### src/rtl/branch_pair_packer_pkg.sv
// Shared widths, vector types and beat packing helpers for the branch pair packer.
package blk_pkg;

  localparam int LANES  = 9;
  localparam int DW     = 32;
  localparam int VEC_W  = LANES * DW;
  localparam int PAIR_W = 2 * VEC_W;
  localparam int BEAT_W = VEC_W + 1;

  typedef logic [VEC_W-1:0]  lane_vec_t;
  typedef logic [PAIR_W-1:0] pair_vec_t;

  typedef struct packed {
    logic      last;
    lane_vec_t data;
  } beat_t;

  function automatic beat_t make_beat(input logic last, input lane_vec_t data);
    beat_t b;
    b.last = last;
    b.data = data;
    return b;
  endfunction

endpackage

### src/rtl/branch_pair_packer_fifo.sv
// Small per-branch FIFO with wrap-bit pointers; head is the oldest entry, valid when !empty.
module branch_fifo #(
  parameter int W     = 289,
  parameter int DEPTH = 4
) (
  input  logic         clk,
  input  logic         rst,
  input  logic         push,
  input  logic         pop,
  input  logic [W-1:0] din,
  output logic         full,
  output logic         empty,
  output logic [W-1:0] head
);

  localparam int AW = $clog2(DEPTH);

  logic [AW:0]  wr_ptr;
  logic [AW:0]  rd_ptr;
  logic [W-1:0] mem [DEPTH];

  always_ff @(posedge clk) begin
    if (rst) begin
      wr_ptr <= '0;
      rd_ptr <= '0;
    end else begin
      if (push) wr_ptr <= wr_ptr + 1'b1;
      if (pop)  rd_ptr <= rd_ptr + 1'b1;
    end
  end

  // Storage carries no reset; stale contents are unreachable once the pointers are cleared.
  always_ff @(posedge clk) begin
    if (push) mem[wr_ptr[AW-1:0]] <= din;
  end

  assign full  = (wr_ptr[AW] != rd_ptr[AW]) && (wr_ptr[AW-1:0] == rd_ptr[AW-1:0]);
  assign empty = (wr_ptr == rd_ptr);
  assign head  = mem[rd_ptr[AW-1:0]];

endmodule

### src/rtl/branch_pair_packer.sv
// Pairs branch A (low half) and branch B (high half) beats into one registered output word.
// Optional build macro PAIR_CNT_EN adds a per-tile handshake counter on pair_cnt.
module branch_pair_packer
  import blk_pkg::*;
#(
  parameter int LANES = blk_pkg::LANES,
  parameter int DW    = blk_pkg::DW,
  parameter int DEPTH = 4
) (
  input  logic                    clk,
  input  logic                    rst,
  input  logic                    a_valid,
  output logic                    a_ready,
  input  logic [LANES*DW-1:0]     a_data,
  input  logic                    a_last,
  input  logic                    b_valid,
  output logic                    b_ready,
  input  logic [LANES*DW-1:0]     b_data,
  input  logic                    b_last,
  output logic                    o_valid,
  input  logic                    o_ready,
  output logic [2*LANES*DW-1:0]   o_data,
  output logic                    o_last,
`ifdef PAIR_CNT_EN
  output logic [31:0]             pair_cnt,
`endif
  output logic                    err_align
);

  localparam int VW = LANES * DW;

  logic          a_full, a_empty, b_full, b_empty;
  logic [VW:0]   a_head, b_head;
  logic          a_push, b_push;
  logic          pair;
  logic          handshake;

  assign a_ready   = !a_full;
  assign b_ready   = !b_full;
  assign a_push    = a_valid && a_ready;
  assign b_push    = b_valid && b_ready;
  assign pair      = !a_empty && !b_empty && (!o_valid || o_ready);
  assign handshake = o_valid && o_ready;

  branch_fifo #(.W(VW + 1), .DEPTH(DEPTH)) u_fifo_a (
    .clk   (clk),
    .rst   (rst),
    .push  (a_push),
    .pop   (pair),
    .din   ({a_last, a_data}),
    .full  (a_full),
    .empty (a_empty),
    .head  (a_head)
  );

  branch_fifo #(.W(VW + 1), .DEPTH(DEPTH)) u_fifo_b (
    .clk   (clk),
    .rst   (rst),
    .push  (b_push),
    .pop   (pair),
    .din   ({b_last, b_data}),
    .full  (b_full),
    .empty (b_empty),
    .head  (b_head)
  );

  // A pair can load while the previous word is being taken, giving one word per clock.
  always_ff @(posedge clk) begin
    if (rst) begin
      o_valid <= 1'b0;
      o_data  <= '0;
      o_last  <= 1'b0;
    end else if (pair) begin
      o_valid <= 1'b1;
      o_data  <= {b_head[VW-1:0], a_head[VW-1:0]};
      o_last  <= a_head[VW];
    end else if (handshake) begin
      o_valid <= 1'b0;
    end
  end

  always_ff @(posedge clk) begin
    if (rst) begin
      err_align <= 1'b0;
    end else if (pair && (a_head[VW] != b_head[VW])) begin
      err_align <= 1'b1;
    end
  end

`ifdef PAIR_CNT_EN
  logic        cnt_clr_pend;
  logic [31:0] cnt_base;

  // The final count of a tile stays visible for one cycle before clearing.
  assign cnt_base = cnt_clr_pend ? 32'd0 : pair_cnt;

  always_ff @(posedge clk) begin
    if (rst) begin
      pair_cnt     <= '0;
      cnt_clr_pend <= 1'b0;
    end else begin
      pair_cnt     <= cnt_base + {31'd0, handshake};
      cnt_clr_pend <= handshake && o_last;
    end
  end
`endif

endmodule

### config.mk
export PLATFORM = sky130hd
export DESIGN_NAME = branch_pair_packer
export DESIGN_NICKNAME = d
export VERILOG_FILES = /design/src/rtl/branch_pair_packer_pkg.sv /design/src/rtl/branch_pair_packer_fifo.sv /design/src/rtl/branch_pair_packer.sv
export SDC_FILE = /design/constraint.sdc
export NUM_CORES = 2
export LEC_CHECK = 0
export CELL_PAD_IN_SITES_DETAIL_PLACEMENT = 1
export CELL_PAD_IN_SITES_GLOBAL_PLACEMENT = 2
export CORE_ASPECT_RATIO = 1.2
export CORE_MARGIN = 1
export CORE_UTILIZATION = 42
export DETAILED_ROUTE_END_ITERATION = 7
export MAX_ROUTING_LAYER = met4
export PLACE_DENSITY_LB_ADDON = 0.1
export SETUP_SLACK_MARGIN = 0.3
export SYNTH_ARGS = -nofsm -noshare
export SYNTH_HDL_FRONTEND = slang
export SYNTH_SLANG_ARGS = --single-unit
### constraint.sdc
create_clock -name clk -period 12.1 [get_ports clk]
set_clock_uncertainty 0.05 [all_clocks]
set_input_delay 1.815 -clock clk [delete_from_list [all_inputs] [get_ports clk]]
set_output_delay 1.815 -clock clk [all_outputs]
set_load 0.02 [all_outputs]
# == Word level (Yosys, flattened, before mapping) ==
# Memories as Yosys holds them, arrays and structs flattened. A register that Yosys moved wholly into a read port is not among the register bits.
# Cells that the tools add are included.
# word_totals
mem_count,2
input_bits,583
output_inout_bits,581
regBits,591
word_cells,46
mem_bits_rw,2312
# classes
muxes,10
n_addsub,4
eq_ne,7
reduce_logical,15
# mem_list
memory,depth,width,rd,rd_ports_with_merged_regs,write_ports,line,source
u_fifo_a.mem,4,289,1,1,1,branch_pair_packer_fifo.sv:20,logic [W-1:0] mem [DEPTH];
u_fifo_b.mem,4,289,1,1,1,branch_pair_packer_fifo.sv:20,
# op_table
op,count
"adder 3 x 1 -> 3 bit, second input constant",4
logical AND 1 bit,8
2-to-1 mux 2 bit,4
== test 3 bit,2
2-to-1 mux 1 bit,6
logical NOT 1 bit,5
== test 2 bit,2
!= test 1 bit,3
nonzero test 2 bit,1
logical OR 1 bit,1

# == Depth between registers and ports, before layout ==
# depth
ltp_word,6
mapped_depth,7
depth_no_buf,4

# == Modules after synthesis ==
# A second synthesis with hierarchy kept.
# hier_totals
cells_unflattened,5741
area_unflattened_um2,106061.7
# modules_own_cells
mod,seq_area_each_um2,area_each_um2,cells_each,n_inst
branch_fifo,34873.4,42086.6,1549,2
branch_pair_packer,11591.1,21888.5,2643,1

# == Worst setup path after synthesis ==
# OpenSTA, ideal clock, no wires.
# synth_path
path_kind,input-to-reg
from,input a_valid
to,register u_fifo_a.wr_ptr[2]
n_path_buf,0
arrival_time_ps,9227
path_slack_ps,2384
path_stages,3
setup_ps,439
cell_sequence,o31a_1 > and2_1 > o21ai_0
# synth_via
elab_chain_len,1
# synth_rtl
element,line,source
from (decl),branch_pair_packer.sv:12,"input logic a_valid,"
logical AND 1 bit,branch_pair_packer.sv:40,assign a_push = a_valid && a_ready;
to (signal assigned),branch_pair_packer_fifo.sv:27,if (push) wr_ptr <= wr_ptr + 1'b1;
to (decl),branch_pair_packer_fifo.sv:18,logic [AW:0] wr_ptr;
# Every way passes these cells.
# A chain may end at the register's enable or synchronous reset.

# == Worst setup path in the final report ==
# layout_path
from,input b_valid
to,memory u_fifo_b.mem[2][130] (enable)
# layout_via
elab_chain_len,3
# layout_rtl
element,line,source
from (decl),branch_pair_packer.sv:16,"input logic b_valid,"
logical AND 1 bit,branch_pair_packer.sv:41,assign b_push = b_valid && b_ready;
2-to-1 mux 1 bit,branch_pair_packer_fifo.sv:34,if (push) mem[wr_ptr[AW-1:0]] <= din;
2-to-1 mux 1 bit (implied by the code),branch_pair_packer_fifo.sv:34,
to (decl),branch_pair_packer_fifo.sv:20,
# Every way passes these cells.

==> impl_metrics.ini <==
[logic_synthesis]
synth_cell_types = 30
synthMuxAreaShare_pct = 12.1
syn_area_um2 = 108000
synth_compound_area_share_pct = 6.74
syn_inst = 5885
synth_area_leaders = edfxtp_1 (64%), mux4_2 (12%), dfxtp_1 (11%)
synth_top_family_by_area = multiplexers
yosys_warnings = 0
postSynthAreaPerCell_um2 = 18.4
yosysTopAreaCell = edfxtp_1
synth_seq_area_share_pct = 75.0
synth_edf_count = 2312
synthArstFlopShare_pct = 0
ys_ff_latch = 2907
yosysTopAreaCellShare_pct = 64.0
synthSimpleGateAreaFrac_pct = 3.53
synth_fp_nets = 6478
synthFlopType = edfxtp_1
synthAdderAreaFrac_pct = 0.115
synth_xor_area_share_pct = 0.105

[cts]
postCtsSetupRepairBufs = 0
post_cts_resized = 0
cts_hold_buf = 0
cts_buffers = 302
htreeDepth = 5
cts.sinks = 2907
insertion_delay_ns = 0.87
clkTransAtPathRegs_ns = 0.06
cts_root_buffer = clkbuf_16
clock_path_buffers = 4
tritoncts = built

[critical_path]
path_class = in -> reg
worst-r2r-setup-slack_ns = 7.47
worst_ep_arrival_time_ns = 5.21
r2r_start = u_fifo_a.wr_ptr[1]
reg2reg_depth = 7
cp_cell_sequence = clkdlybuf4s50_1, o31a_1, and2_4, buf_12, buf_4
startpoint_type = input pin
r2r-end = o_data[296]
crit_slowest_cell = buf_4
max_stage_delay_ns = 0.91
end_kind = flop
crit_path_max_fanout = 130
critPathRequiredTime_ns = 12.50

[placed_design]
gp_congestion = 0.790
dpl.cell_count = 9949
place_ws_ns = 6.39
hpwl_um = 200000
portBuffers = 1163

[finish]
layout_common_cells = edfxtp_1 (2,312), clkdlybuf4s50_1 (1,162), dfxtp_1 (591)
fin_nets = 7464
areaGrowthSynthToFinish_pct = 22.4
fin_cells = 10600
final_common_cell = edfxtp_1
drive_above_1_share_pct = 15.8

[power]
total_leakage_power_nw = 40.9
power.density_nw_per_um2 = 228
ir_worst_vdd_uv = 281

[floorplanning]
initial_utilization_pct = 42.4
core_um2 = 256000
die_h_um = 559
dieWidth_um = 466
io_pins = 1164
dieArea_um2 = 260000
std_cell_rows = 203

[global_routing]
antenna_found_initial = 160
overflow = 0
grt_pass1_wl_um = 480000
grt_max_degree = 178
grt_usage_pct = 26.2
grt_pass1_vias = 64700

[timing]
max_slew_margin_pct = 8.58
rsz0062_at_grt = no
max_freq_ghz = 0.208
slew_viol_final = 0
fin_crit_sh_pct = 39.7
fin_ws_ns = 7.30
worstMarginPinSlew_ns = 1.37
setup_tns_ns = 0
report.final.hold_viol_count = 0
finalSetupViolCount = 0
period_needed_ns = 4.80

[min_path]
min-delay-start = o_data[249]
whs_path_depth = 2
hold_class = reg -> reg
hold_end = o_data[249]

[routing]
vias = 63100
first_iter_violations = 5393
firstDrtPassIters = 6
drt_wl_total_um = 340000
routed_via_density = 5.94
ant_nets = 0
wire_per_inst_um = 32.0
drc = 0

[status]
status = finished clean

[run]
max_cap_violations = 0
## cell families after synthesis
group / Yosys count
adders and majority gates: 10
buffers and inverters: 587
DFF: 2907
muxes: 584
xor gates and xnor gates: 13
and+or+nand+nor: 616
AOI/OAI and AO/OA: 1168
## Yosys cell counts, types with 3 or more instances
master,number
a21oi_1,582
and2_1,8
buf_1,23
buf_2,234
buf_4,31
clkbuf_1,294
dfxtp_1,595
edfxtp_1,2312
ha_1,10
inv_1,5
mux2_2,4
mux4_2,578
nand2_1,4
nand3_1,4
nand4_1,579
nor2_1,9
nor2b_1,3
o31ai_1,581
xnor2_1,9
xor2_1,4
## per-stage QoR
step	area (um2)	power, mW	util [%]	hold slack [ns]
after floorplan	108000	17.8	-	0.412
after global placement	123000	21.3	48.0	0.403
after detailed placement	123000	21.4	48.0	0.410
after CTS	132000	30.6	51.8	0.419
after global routing	133000	31.4	51.9	0.428
final	133000	30.3	51.9	0.417
## layout make-up
type | instances | area [um2]
well taps | 3382 | 4230
inverters | 5 | 18.8
clock buffers | 435 | 8470
multi-input cells | 2391 | 24500
repair buffers | 1264 | 12700
clock inverters | 114 | 1140
diodes | 117 | 293
flip-flops and latches | 2907 | 81400
fillers | 23400 | 123000
## worst max-delay path by stage
stage	from	to	depth (start not counted)
global route	a_valid	u_fifo_a.mem[2][41]	5
floorplan	a_valid	u_fifo_a.wr_ptr[2]	3
finish	b_valid	u_fifo_b.mem[2][130]	5
CTS	a_valid	u_fifo_a.mem[2][37]	5
detailed placement	a_valid	u_fifo_a.mem[2][40]	5
global placement	a_valid	u_fifo_a.mem[2][39]	5
## metal layers
layer	track usage [%]	part of all wire, %	vias to the layer above	wire length, um
li1	-	-	26700	-
met1	32.9	40	33600	136000
met2	40.5	48	2226	162000
met3	7.25	8.2	551	27800
met4	10.3	4.0	0	13500
met5	-	0	-	0
## report_power, final
part	switching (mW)	total (mW)	internal, mW	leakage, nW
Clock	3.90	9.14	5.24	4.70
Combinational	5.61	8.71	3.10	10.2
Sequential	0.614	12.4	11.8	26.1
## registers in the layout (all words and copies together) (netlist names), named ones only
signal	count
err_align	1
o_data	576
o_last	1
o_valid	1
u_fifo_a.mem	1156
u_fifo_a.rd_ptr	3
u_fifo_a.wr_ptr	3
u_fifo_b.mem	1156
u_fifo_b.rd_ptr	3
u_fifo_b.wr_ptr	3
## critical path, delay by kind of cell
kind            cells  cell delay [ns]
compound gates      1             0.31
buf+inv             3             2.02
simple gates        1             0.70
No activity file was read; power rests on OpenSTA's default activity.
